$ cat src/rtl/vending_pkg.sv
// Shared types, encodings and defaults for the two-drink vending controller.
package vending_pkg;

    localparam int unsigned MONEY_W         = 6;
    localparam int unsigned PRICE_1_DEF     = 5;
    localparam int unsigned PRICE_2_DEF     = 10;
    localparam int unsigned SHOW_CYCLES_DEF = 4;

    localparam logic [MONEY_W-1:0] MONEY_MAX = '1;

    typedef enum logic [2:0] {
        IDLE = 3'd0,
        S1   = 3'd1,
        S2   = 3'd2,
        S3   = 3'd3,
        SHOW = 3'd4
    } state_t;

    typedef enum logic [1:0] {
        COIN_NONE = 2'b00,
        COIN_1Y   = 2'b01,
        COIN_10Y  = 2'b10,
        COIN_HALF = 2'b11
    } coin_t;

    // Coin values in Q1 (value = yuan x 2)
    localparam logic [MONEY_W-1:0] Q1_1Y   = 6'd2;
    localparam logic [MONEY_W-1:0] Q1_10Y  = 6'd20;
    localparam logic [MONEY_W-1:0] Q1_HALF = 6'd1;

    typedef enum logic [1:0] {
        OP_NONE = 2'b00,
        OP_D1   = 2'b01,
        OP_D2   = 2'b10,
        OP_RSVD = 2'b11
    } drink_op_t;

    // Decode a coin code into its Q1 value
    function automatic logic [MONEY_W-1:0] coin_q1(input logic [1:0] cv);
        logic [MONEY_W-1:0] val;
        case (coin_t'(cv))
            COIN_1Y:   val = Q1_1Y;
            COIN_10Y:  val = Q1_10Y;
            COIN_HALF: val = Q1_HALF;
            default:   val = '0;
        endcase
        return val;
    endfunction

    // Map a credit value onto the credit band states
    function automatic state_t credit_state(input logic [MONEY_W-1:0] credit,
                                            input logic [MONEY_W-1:0] p1,
                                            input logic [MONEY_W-1:0] p2);
        state_t st;
        if (credit == '0)     st = IDLE;
        else if (credit < p1) st = S1;
        else if (credit < p2) st = S2;
        else                  st = S3;
        return st;
    endfunction

endpackage

$ cat src/rtl/vending_fsm_if.sv
// Front-panel inputs and display/LED outputs of the vending controller.
interface vending_fsm_if;
    import vending_pkg::*;

    logic               insert;
    logic [1:0]         coin_val;
    logic [1:0]         drink_op;
    logic               cancel_flag;
    logic               hold_ind;
    logic               drink_1_ind;
    logic               drink_2_ind;
    logic               drinktk_ind;
    logic               charge_ind;
    logic [MONEY_W-1:0] coin_sum;

    // Panel side: drives strobes, reads indicators
    modport master (
        output insert, coin_val, drink_op, cancel_flag,
        input  hold_ind, drink_1_ind, drink_2_ind, drinktk_ind, charge_ind, coin_sum
    );

    // Controller side
    modport slave (
        input  insert, coin_val, drink_op, cancel_flag,
        output hold_ind, drink_1_ind, drink_2_ind, drinktk_ind, charge_ind, coin_sum
    );

endinterface

$ cat src/rtl/vending_coin_acc.sv
// Saturating Q1 credit accumulator with coin decode.
module vending_coin_acc
    import vending_pkg::*;
(
    input  logic               clk,
    input  logic               rst_n,
    input  logic               clr,
    input  logic               add_en,
    input  logic [1:0]         coin_val,
    output logic [MONEY_W-1:0] credit,
    output logic [MONEY_W-1:0] credit_nxt_c
);

    logic [MONEY_W:0] sum_c;

    // Next credit: clear wins over add; add saturates at MONEY_MAX
    always_comb begin
        sum_c        = {1'b0, credit} + {1'b0, coin_q1(coin_val)};
        credit_nxt_c = credit;
        if (clr) begin
            credit_nxt_c = '0;
        end else if (add_en) begin
            credit_nxt_c = sum_c[MONEY_W] ? MONEY_MAX : sum_c[MONEY_W-1:0];
        end
    end

    // Credit register
    always_ff @(posedge clk or negedge rst_n) begin
        if (!rst_n) credit <= '0;
        else        credit <= credit_nxt_c;
    end

endmodule

$ cat src/rtl/vending_fsm.sv
// Two-drink vending controller: credit bands, selection, refund and result display.
module vending_fsm
    import vending_pkg::*;
#(
    parameter int unsigned PRICE_1     = PRICE_1_DEF,
    parameter int unsigned PRICE_2     = PRICE_2_DEF,
    parameter int unsigned SHOW_CYCLES = SHOW_CYCLES_DEF
) (
    input  logic          clk,
    input  logic          rst_n,
    vending_fsm_if.slave  bus
);

    localparam logic [MONEY_W-1:0] P1       = MONEY_W'(PRICE_1);
    localparam logic [MONEY_W-1:0] P2       = MONEY_W'(PRICE_2);
    localparam int unsigned        CNT_W    = $clog2(SHOW_CYCLES + 1);
    localparam logic [CNT_W-1:0]   CNT_LOAD = CNT_W'(SHOW_CYCLES - 1);

    state_t             state, state_nxt;
    logic [CNT_W-1:0]   cnt, cnt_nxt;
    logic [MONEY_W-1:0] result, result_nxt;
    logic               take, take_nxt;

    logic               clr, add_en;
    logic [MONEY_W-1:0] credit, credit_nxt_c;
    logic               sel_ok;
    logic [MONEY_W-1:0] sel_price;

    logic               hold_q, d1_q, d2_q, tk_q, ch_q;
    logic [MONEY_W-1:0] sum_q;
    logic               hold_nxt, d1_nxt, d2_nxt, tk_nxt, ch_nxt;
    logic [MONEY_W-1:0] sum_nxt;

    vending_coin_acc u_acc (
        .clk          (clk),
        .rst_n        (rst_n),
        .clr          (clr),
        .add_en       (add_en),
        .coin_val     (bus.coin_val),
        .credit       (credit),
        .credit_nxt_c (credit_nxt_c)
    );

    // State, show counter and latched result
    always_ff @(posedge clk or negedge rst_n) begin
        if (!rst_n) begin
            state  <= IDLE;
            cnt    <= '0;
            result <= '0;
            take   <= 1'b0;
        end else begin
            state  <= state_nxt;
            cnt    <= cnt_nxt;
            result <= result_nxt;
            take   <= take_nxt;
        end
    end

    // Next state with cancel > select > insert priority, plus next output values
    always_comb begin
        state_nxt  = state;
        cnt_nxt    = cnt;
        result_nxt = result;
        take_nxt   = take;
        clr        = 1'b0;
        add_en     = 1'b0;
        sel_ok     = 1'b0;
        sel_price  = '0;
        hold_nxt   = 1'b0;
        d1_nxt     = 1'b0;
        d2_nxt     = 1'b0;
        tk_nxt     = 1'b0;
        ch_nxt     = 1'b0;
        sum_nxt    = '0;

        case (drink_op_t'(bus.drink_op))
            OP_D1: begin
                if (credit != '0 && credit >= P1) begin
                    sel_ok    = 1'b1;
                    sel_price = P1;
                end
            end
            OP_D2: begin
                if (credit != '0 && credit >= P2) begin
                    sel_ok    = 1'b1;
                    sel_price = P2;
                end
            end
            default: ;
        endcase

        if (state == SHOW) begin
            // Inputs ignored while the result is displayed
            if (cnt == '0) begin
                state_nxt  = IDLE;
                result_nxt = '0;
                take_nxt   = 1'b0;
            end else begin
                cnt_nxt = cnt - CNT_W'(1);
            end
        end else begin
            if (bus.cancel_flag && credit != '0) begin
                state_nxt  = SHOW;
                clr        = 1'b1;
                result_nxt = credit;
                take_nxt   = 1'b0;
                cnt_nxt    = CNT_LOAD;
            end else if (sel_ok) begin
                state_nxt  = SHOW;
                clr        = 1'b1;
                result_nxt = credit - sel_price;
                take_nxt   = 1'b1;
                cnt_nxt    = CNT_LOAD;
            end else if (bus.insert) begin
                add_en = 1'b1;
            end
            if (state_nxt != SHOW) begin
                state_nxt = credit_state(credit_nxt_c, P1, P2);
            end
        end

        if (state_nxt == SHOW) begin
            sum_nxt  = result_nxt;
            hold_nxt = 1'b1;
            tk_nxt   = take_nxt;
            ch_nxt   = !take_nxt || (result_nxt != '0);
        end else begin
            sum_nxt  = credit_nxt_c;
            hold_nxt = (credit_nxt_c != '0);
            d1_nxt   = (credit_nxt_c >= P1);
            d2_nxt   = (credit_nxt_c >= P2);
        end
    end

    // Registered Moore outputs
    always_ff @(posedge clk or negedge rst_n) begin
        if (!rst_n) begin
            hold_q <= 1'b0;
            d1_q   <= 1'b0;
            d2_q   <= 1'b0;
            tk_q   <= 1'b0;
            ch_q   <= 1'b0;
            sum_q  <= '0;
        end else begin
            hold_q <= hold_nxt;
            d1_q   <= d1_nxt;
            d2_q   <= d2_nxt;
            tk_q   <= tk_nxt;
            ch_q   <= ch_nxt;
            sum_q  <= sum_nxt;
        end
    end

    assign bus.hold_ind    = hold_q;
    assign bus.drink_1_ind = d1_q;
    assign bus.drink_2_ind = d2_q;
    assign bus.drinktk_ind = tk_q;
    assign bus.charge_ind  = ch_q;
    assign bus.coin_sum    = sum_q;

endmodule

$ cat src/flat_wrapper.sv
// flat-port wrapper written by rule: the top's interface ports become plain ports
module vending_fsm_flat import vending_pkg::*;
#(
    parameter int unsigned PRICE_1     = PRICE_1_DEF,
    parameter int unsigned PRICE_2     = PRICE_2_DEF,
    parameter int unsigned SHOW_CYCLES = SHOW_CYCLES_DEF
)
  (clk, rst_n, bus_insert, bus_coin_val, bus_drink_op, bus_cancel_flag, bus_hold_ind, bus_drink_1_ind, bus_drink_2_ind, bus_drinktk_ind, bus_charge_ind, bus_coin_sum);
  vending_fsm_if bus_i ();
  input  logic clk;
  input  logic rst_n;
  input wire logic [$bits(bus_i.insert)-1:0] bus_insert;
  input wire logic [$bits(bus_i.coin_val)-1:0] bus_coin_val;
  input wire logic [$bits(bus_i.drink_op)-1:0] bus_drink_op;
  input wire logic [$bits(bus_i.cancel_flag)-1:0] bus_cancel_flag;
  output wire logic [$bits(bus_i.hold_ind)-1:0] bus_hold_ind;
  output wire logic [$bits(bus_i.drink_1_ind)-1:0] bus_drink_1_ind;
  output wire logic [$bits(bus_i.drink_2_ind)-1:0] bus_drink_2_ind;
  output wire logic [$bits(bus_i.drinktk_ind)-1:0] bus_drinktk_ind;
  output wire logic [$bits(bus_i.charge_ind)-1:0] bus_charge_ind;
  output wire logic [$bits(bus_i.coin_sum)-1:0] bus_coin_sum;
  assign bus_i.insert = bus_insert;
  assign bus_i.coin_val = bus_coin_val;
  assign bus_i.drink_op = bus_drink_op;
  assign bus_i.cancel_flag = bus_cancel_flag;
  assign bus_hold_ind = bus_i.hold_ind;
  assign bus_drink_1_ind = bus_i.drink_1_ind;
  assign bus_drink_2_ind = bus_i.drink_2_ind;
  assign bus_drinktk_ind = bus_i.drinktk_ind;
  assign bus_charge_ind = bus_i.charge_ind;
  assign bus_coin_sum = bus_i.coin_sum;
  vending_fsm #(.PRICE_1(PRICE_1), .PRICE_2(PRICE_2), .SHOW_CYCLES(SHOW_CYCLES)) u_core (.clk(clk), .rst_n(rst_n), .bus(bus_i));
endmodule
$ cat config.mk
export PLATFORM = sky130hd
export DESIGN_NAME = vending_fsm_flat
export DESIGN_NICKNAME = d
export VERILOG_FILES = /design/src/rtl/vending_pkg.sv /design/src/rtl/vending_fsm_if.sv /design/src/rtl/vending_coin_acc.sv /design/src/rtl/vending_fsm.sv /design/src/flat_wrapper.sv
export SDC_FILE = /design/constraint.sdc
export NUM_CORES = 1
export LEC_CHECK = 0
export CORE_ASPECT_RATIO = 1.4
export CORE_MARGIN = 2
export CORE_UTILIZATION = 55
export CTS_BUF_LIST = sky130_fd_sc_hd__clkbuf_16
export DETAILED_ROUTE_END_ITERATION = 8
export PLACE_DENSITY = 0.78
export REMOVE_ABC_BUFFERS = 1
export SLEW_MARGIN = 15
export SYNTH_ARGS = -nofsm -noshare
export SYNTH_HDL_FRONTEND = slang
export SYNTH_SLANG_ARGS = --single-unit
$ cat constraint.sdc
create_clock -name clk -period 6 [get_ports clk]
set_clock_uncertainty 0.1 [all_clocks]
set_input_delay 1.8 -clock clk [delete_from_list [all_inputs] [get_ports clk]]
set_output_delay 1.8 -clock clk [all_outputs]
set_load 0.1 [all_outputs]
==> results of run 1 <==
-- power groups by stage --
| stage | clock network, W | registers, W | logic [W] |
|---|---|---|---|
| 2_1_floorplan | 0 | 0.000506 | 0.000423 |
| 3_3_place_gp | 0 | 0.000329 | 0.000779 |
| 3_5_place_dp | 0 | 0.000333 | 0.000795 |
| 4_1_cts | 0.000222 | 0.000330 | 0.000805 |
| 5_1_grt | 0.000232 | 0.000340 | 0.000876 |
| 6_report | 0.000220 | 0.000332 | 0.000812 |
-- cells in the mapped netlist, types with 2 or more instances --
| master | number |
|---|---|
| dfrtp_1 | 30 |
| a211oi_1 | 3 |
| nor3_1 | 4 |
| o22ai_2 | 2 |
| xor2_1 | 2 |
| xnor2_1 | 2 |
| fa_1 | 2 |
| o21ai_1 | 2 |
| or3_1 | 3 |
| a21oi_1 | 11 |
| a22oi_1 | 2 |
| inv_1 | 12 |
| nor2_1 | 16 |
| and2_1 | 2 |
| nand2_1 | 15 |
| nor2b_1 | 3 |
| o211ai_1 | 4 |
| o21ai_0 | 7 |
| a221o_1 | 3 |
| o21a_1 | 2 |
| a21o_1 | 9 |
| ha_1 | 12 |
| o22ai_1 | 2 |
| nand3_1 | 2 |
| a31oi_1 | 3 |
-- path summary, 6_finish.rpt --
check / start / end / slack [ns]
hold reg to reg: u_core.cnt[0] / u_core.cnt[0] / 0.37
min in group asynchronous: rst_n / u_core.result[3] / 1.82
setup reg to reg: u_core.u_acc.credit[1] / u_core.bus.charge_ind / 2.68
setup / recovery: bus_drink_op[0] / u_core.bus.charge_ind / 1.09
hold / removal: u_core.cnt[0] / u_core.cnt[0] / 0.37
max in group asynchronous: rst_n / u_core.bus.drink_2_ind / 3.71
-- through the flow --
step	hold WS (ns)	cells	area, um2	util (%)
after floorplan	0.340	181	1790	-
after global placement	0.360	239	2020	64.8
after detailed placement	0.365	239	2020	64.8
after CTS	0.371	245	2150	69.0
after global routing	0.402	245	2150	69.0
final	0.372	245	2150	69.0
-- layer usage --
layer	up-vias	GRT usage (%)
met5	-	0
met4	0	12.3
met3	14	5.35
met2	64	46.7
met1	748	31.3
li1	710	-
-- critical path: cells and delay by family --
family,cells,cell delay (ns)
AOI/OAI and AO/OA,7,1.27
buffers and inverters,4,0.66
adders and majority gates,3,0.88
and+or+nand+nor,2,0.31
-- flip-flops by register name, summed over array words and instances (netlist names) --
signal                  count
u_core.bus.hold_ind         1
u_core.u_acc.credit         6
u_core.bus.coin_sum         6
u_core.bus.drink_1_ind      1
u_core.result               6
u_core.take                 1
u_core.bus.drink_2_ind      1
u_core.bus.charge_ind       1
u_core.bus.drinktk_ind      1
u_core.state                3
u_core.cnt                  3
-- kinds of logic after synthesis --
family | after synthesis | share of synthesized area, %
AOI/OAI and AO/OA | 62 | 25.5
and+or+nand+nor | 56 | 15.3
DFF | 30 | 41.3
buffers and inverters | 16 | 4.33
adders and majority gates | 14 | 10.5
xor gates and xnor gates | 4 | 1.93
muxes | 2 | 1.17
-- layout by cell type (no fill, tap or decap), drive strengths merged, types with 4 or more instances in the layout --
cell,n
nor3,4
o22ai,4
ha,12
clkbuf,5
a21o,9
dfrtp,30
clkdlybuf4s50,18
inv,13
o21ai,9
o211ai,4
nor2,16
a211oi,4
nand2,15
or3,4
a21oi,12
-- area by class of cell --
cell class | count | area, um2 | share of cell area (%)
Tap cell | 39 | 48.8 | 2.27
Clock inverter | 1 | 3.75 | 0.174
Inverter | 13 | 48.8 | 2.27
Clock buffer | 5 | 125 | 5.81
Timing Repair Buffer | 19 | 188 | 8.72
Multi-Input combinational cell | 138 | 988 | 45.9
Sequential cell | 30 | 751 | 34.9
==> results.json, run 1 <==
{
  "setup_tns_ns": 0,
  "drtIter0Drc": 71,
  "start_kind": "primary input",
  "drt-met1-wl_mm": 1.75,
  "antenna_found_initial": 0,
  "max_freq_mhz": 203,
  "syn-instance-count": 184,
  "wirelength_mm": 4.47,
  "numCtsBuffers": 5,
  "p_per_area_nw_per_um2": 633,
  "swShare_pct": 49.7,
  "p_seq_share_pct": 24.3,
  "synth_top_area_share_pct": 41.3,
  "grt_pass1_wl_mm": 7.45,
  "postCtsSetupBuffers": 0,
  "end_kind": "register",
  "yosys.area.top_type": "dfrtp_1",
  "row_count": 24,
  "max_slew.worst_pin.slew_ns": 0.974,
  "slew_headroom_pct": 34.8,
  "drc_errors": 0,
  "avgSynthCellArea_um2": 9.88,
  "die_w_um": 52.6,
  "top_layer": "met4",
  "start_util_pct": 58.2,
  "cts_tree": "yes",
  "clkTransAtPathRegs_ns": 0.05,
  "layout.nets": 229,
  "setup_ws_ns": 1.09,
  "dr_wl_met3_um": 207,
  "outcome": "finished, final reports clean",
  "cap_viol_max_count": 0,
  "worstPathArrival_ns": 4.94,
  "yosysWarnings": 0,
  "clkLatencyLatePin_ns": 0.27,
  "internal-power_w": 0.000685,
  "ir_worst_vdd_uv": 481,
  "cts_sinks": 30,
  "core-area_um2": 3120,
  "first_pass_iters": 4,
  "cp.required_ns": 6.02,
  "p_total_w": 0.00136,
  "synthesis.area_um2": 1820,
  "hold_path_depth": 1,
  "setup_violations": 0,
  "fill_cells": 266,
  "leakage_nw": 1.03,
  "vias": 1536,
  "synthTopCellsByArea": "dfrtp_1 41%, ha_1 8.3%, a21o_1 3.7%",
  "io_pins": 19,
  "critPathMaxStageDelay_ns": 0.48,
  "final_max_slew_viol_count": 0,
  "areaGrowthSynthToFinish_pct": 18.4,
  "min_path_type": "register to register",
  "path_max_fanout": 7,
  "p_clk_share_pct": 16.1,
  "slowest_stage": "clkdlybuf4s50_1",
  "fin_crit_sh_pct": 81.9,
  "htreeDepth": 2,
  "io_buffers": 18,
  "ys_types": 54,
  "ctsResizeCount": 0,
  "grt_pass1_vias": 1608,
  "power_frac_comb_pct": 59.6,
  "vias_per_cell": 6.27,
  "wl_per_cell_um": 18.3,
  "grt_max_degree": 31,
  "antenna_left": 0,
  "antenna_cells": 0,
  "dieArea_um2": 3790,
  "crit_path_cell_trace": "clkdlybuf4s50_1 -> inv_1 -> ha_1 -> a21oi_2 -> nand2_1 -> inv_1 -> ha_1 -> inv_1 -> fa_1 -> a21o_1 -> a21o_1 -> a31oi_1 -> o32ai_1 -> a21o_1 -> nor3_1 -> a31oi_1",
  "die-height_um": 72.0,
  "post-place-ws_ns": 0.815,
  "grt_overflow": 0,
  "root_buffer": "clkbuf_16",
  "rsz0062_at_grt": "no",
  "ys_ff_latch": 30,
  "r2r_cells": 14,
  "critical_path_class": "primary input to register",
  "hpwl_mm": 3.22,
  "ys_seq_area_share_pct": 41.3,
  "synth_edf_count": 0,
  "groute.usage.overall_pct": 26.9,
  "synth_ff_type": "dfrtp_1",
  "layout_min_cycle_time_ns": 4.91,
  "met2WireLength_mm": 2.42,
  "postCtsHoldBufs": 0,
  "p_switching_w": 0.000678,
  "finalHoldViolCount": 0,
  "place.gp.congestion": 0.955,
  "synthArstFlopShare_pct": 100,
  "clockBufferDepth": 2,
  "drive_gt1_share_pct": 8.74
}
Note: power is estimated with default switching activity, not from simulation.
==> inputs of run 2 (changes only) <==
==> constraint.sdc (replaced) <==
create_clock -name clk -period 4.9 [get_ports clk]
set_clock_uncertainty 0.1 [all_clocks]
set_input_delay 1.47 -clock clk [delete_from_list [all_inputs] [get_ports clk]]
set_output_delay 1.47 -clock clk [all_outputs]
set_load 0.1 [all_outputs]
==> results.json, run 2 (same netlist as run 1, synthesis figures left out) <==
{
  "antenna_left": 0,
  "cp.required_ns": 4.92,
  "clkTransAtPathRegs_ns": 0.04,
  "final_max_slew_viol_count": 0,
  "first_pass_iters": 4,
  "worstPathArrival_ns": 4.58,
  "drive_gt1_share_pct": 9.57,
  "critical_path_class": "primary input to register",
  "drtIter0Drc": 35,
  "groute.usage.overall_pct": 26.8,
  "ir_worst_vdd_uv": 542,
  "core-area_um2": 3120,
  "grtUsageMet3_pct": 5.76,
  "grt_busiest_layer": "met2",
  "use_met2_pct": 43.8,
  "grt_pass1_wl_mm": 7.42,
  "cts_sinks": 30,
  "p_total_w": 0.00167,
  "areaGrowthSynthToFinish_pct": 19.3,
  "setup_violations": 0,
  "place.gp.congestion": 0.870,
  "finalHoldViolCount": 0,
  "root_buffer": "clkbuf_16",
  "layout.nets": 230,
  "end_kind": "register",
  "final_common_cell": "dfrtp_1",
  "antenna_found_initial": 0,
  "grt_max_degree": 31,
  "grt_pass1_vias": 1613,
  "ctsResizeCount": 0,
  "grt_overflow": 0,
  "antenna_cells": 0,
  "start_kind": "primary input",
  "wirelength_mm": 4.36,
  "grtUsageMet1_pct": 33.5,
  "clkLatencyLatePin_ns": 0.28,
  "io_buffers": 18,
  "clockBufferDepth": 2,
  "path_max_fanout": 7,
  "layout_common_cells": "30 x dfrtp_1, 18 x clkdlybuf4s50_1, 16 x nor2_1",
  "max_freq_mhz": 220,
  "vias_per_cell": 6.13,
  "htreeDepth": 2,
  "layout_min_cycle_time_ns": 4.55,
  "row_count": 24,
  "setup_tns_ns": 0,
  "cts_tree": "yes",
  "start_util_pct": 58.2,
  "die_w_um": 52.6,
  "wl_per_cell_um": 17.6,
  "numCtsBuffers": 5,
  "outcome": "finished, final reports clean",
  "fill_cells": 255,
  "die-height_um": 72.0,
  "vias": 1520,
  "dieArea_um2": 3790,
  "rsz0062_at_grt": "no",
  "min_path_type": "register to register",
  "slew_headroom_pct": 34.8,
  "postCtsSetupBuffers": 0,
  "leakage_nw": 1.05,
  "fin_crit_sh_pct": 92.9,
  "max_slew.worst_pin.slew_ns": 0.975,
  "p_per_area_nw_per_um2": 772,
  "cap_viol_max_count": 0,
  "postCtsHoldBufs": 0,
  "hpwl_mm": 3.15,
  "io_pins": 19,
  "drc_errors": 0
}
## run 2: cell count changes in the layout (fill, tap and decap cells not counted)
cell / previous run / this run
buf_4: 1 / 2
clkinv_2: 0 / 1
inv_1: 12 / 13
## run 2: cell type report
type / count / area (um2) / area share [%]
Tap cell: 39 / 48.8 / 2.25
Multi-Input combinational cell: 138 / 988 / 45.6
Timing Repair Buffer: 20 / 195 / 9.00
Inverter: 13 / 48.8 / 2.25
Sequential cell: 30 / 751 / 34.6
Clock buffer: 5 / 125 / 5.77
Clock inverter: 3 / 12.5 / 0.577
## run 2: worst paths after layout
check	startpoint	end	slack (ns)	cells past startpoint
max	bus_drink_op[0]	u_core.bus.charge_ind	0.35	16
min	u_core.cnt[0]	u_core.cnt[0]	0.37	1
max reg2reg	u_core.u_acc.credit[1]	u_core.bus.charge_ind	1.59	14
min reg2reg	u_core.cnt[0]	u_core.cnt[0]	0.37	1
max in group asynchronous	rst_n	u_core.bus.coin_sum[0]	2.96	2
min in group asynchronous	rst_n	u_core.result[5]	1.47	2
## run 2: metal layers
layer / vias up / share of wire (%)
met2: 44 / 51
li1: 718 / -
met1: 743 / 42
met4: 0 / 2.9
met5: - / 0
met3: 15 / 4.3
## run 2: through the flow
stage                     hold WS [ns]  instance area [um2]  setup slack (ns)  utilization, %  instances
after floorplan                  0.340                 1790             0.831               -        181
after global placement           0.359                 2030             0.199            65.1        240
after detailed placement         0.363                 2030            0.0893            65.1        240
after CTS                        0.372                 2170             0.360            69.5        248
after global routing             0.390                 2170             0.110            69.5        248
final                            0.366                 2170             0.346            69.5        248
## run 2: worst max-delay path: stages
cell and delay (ns):
clkdlybuf4s50_1 0.48, inv_1 0.05, ha_1 0.32, a21oi_2 0.31, nand2_1 0.13, inv_1 0.07
ha_1 0.14, inv_1 0.06, fa_1 0.43, a21o_1 0.17, a21o_1 0.18, a31oi_1 0.17
o32ai_1 0.11, a21o_1 0.19, nor3_1 0.19, a31oi_1 0.10
## run 2: where the power goes
part           switching, W  total, W  internal (W)
Clock             0.0000994  0.000282      0.000183
Combinational      0.000661  0.000987      0.000326
Sequential        0.0000680  0.000406      0.000338
Total              0.000828   0.00167      0.000846
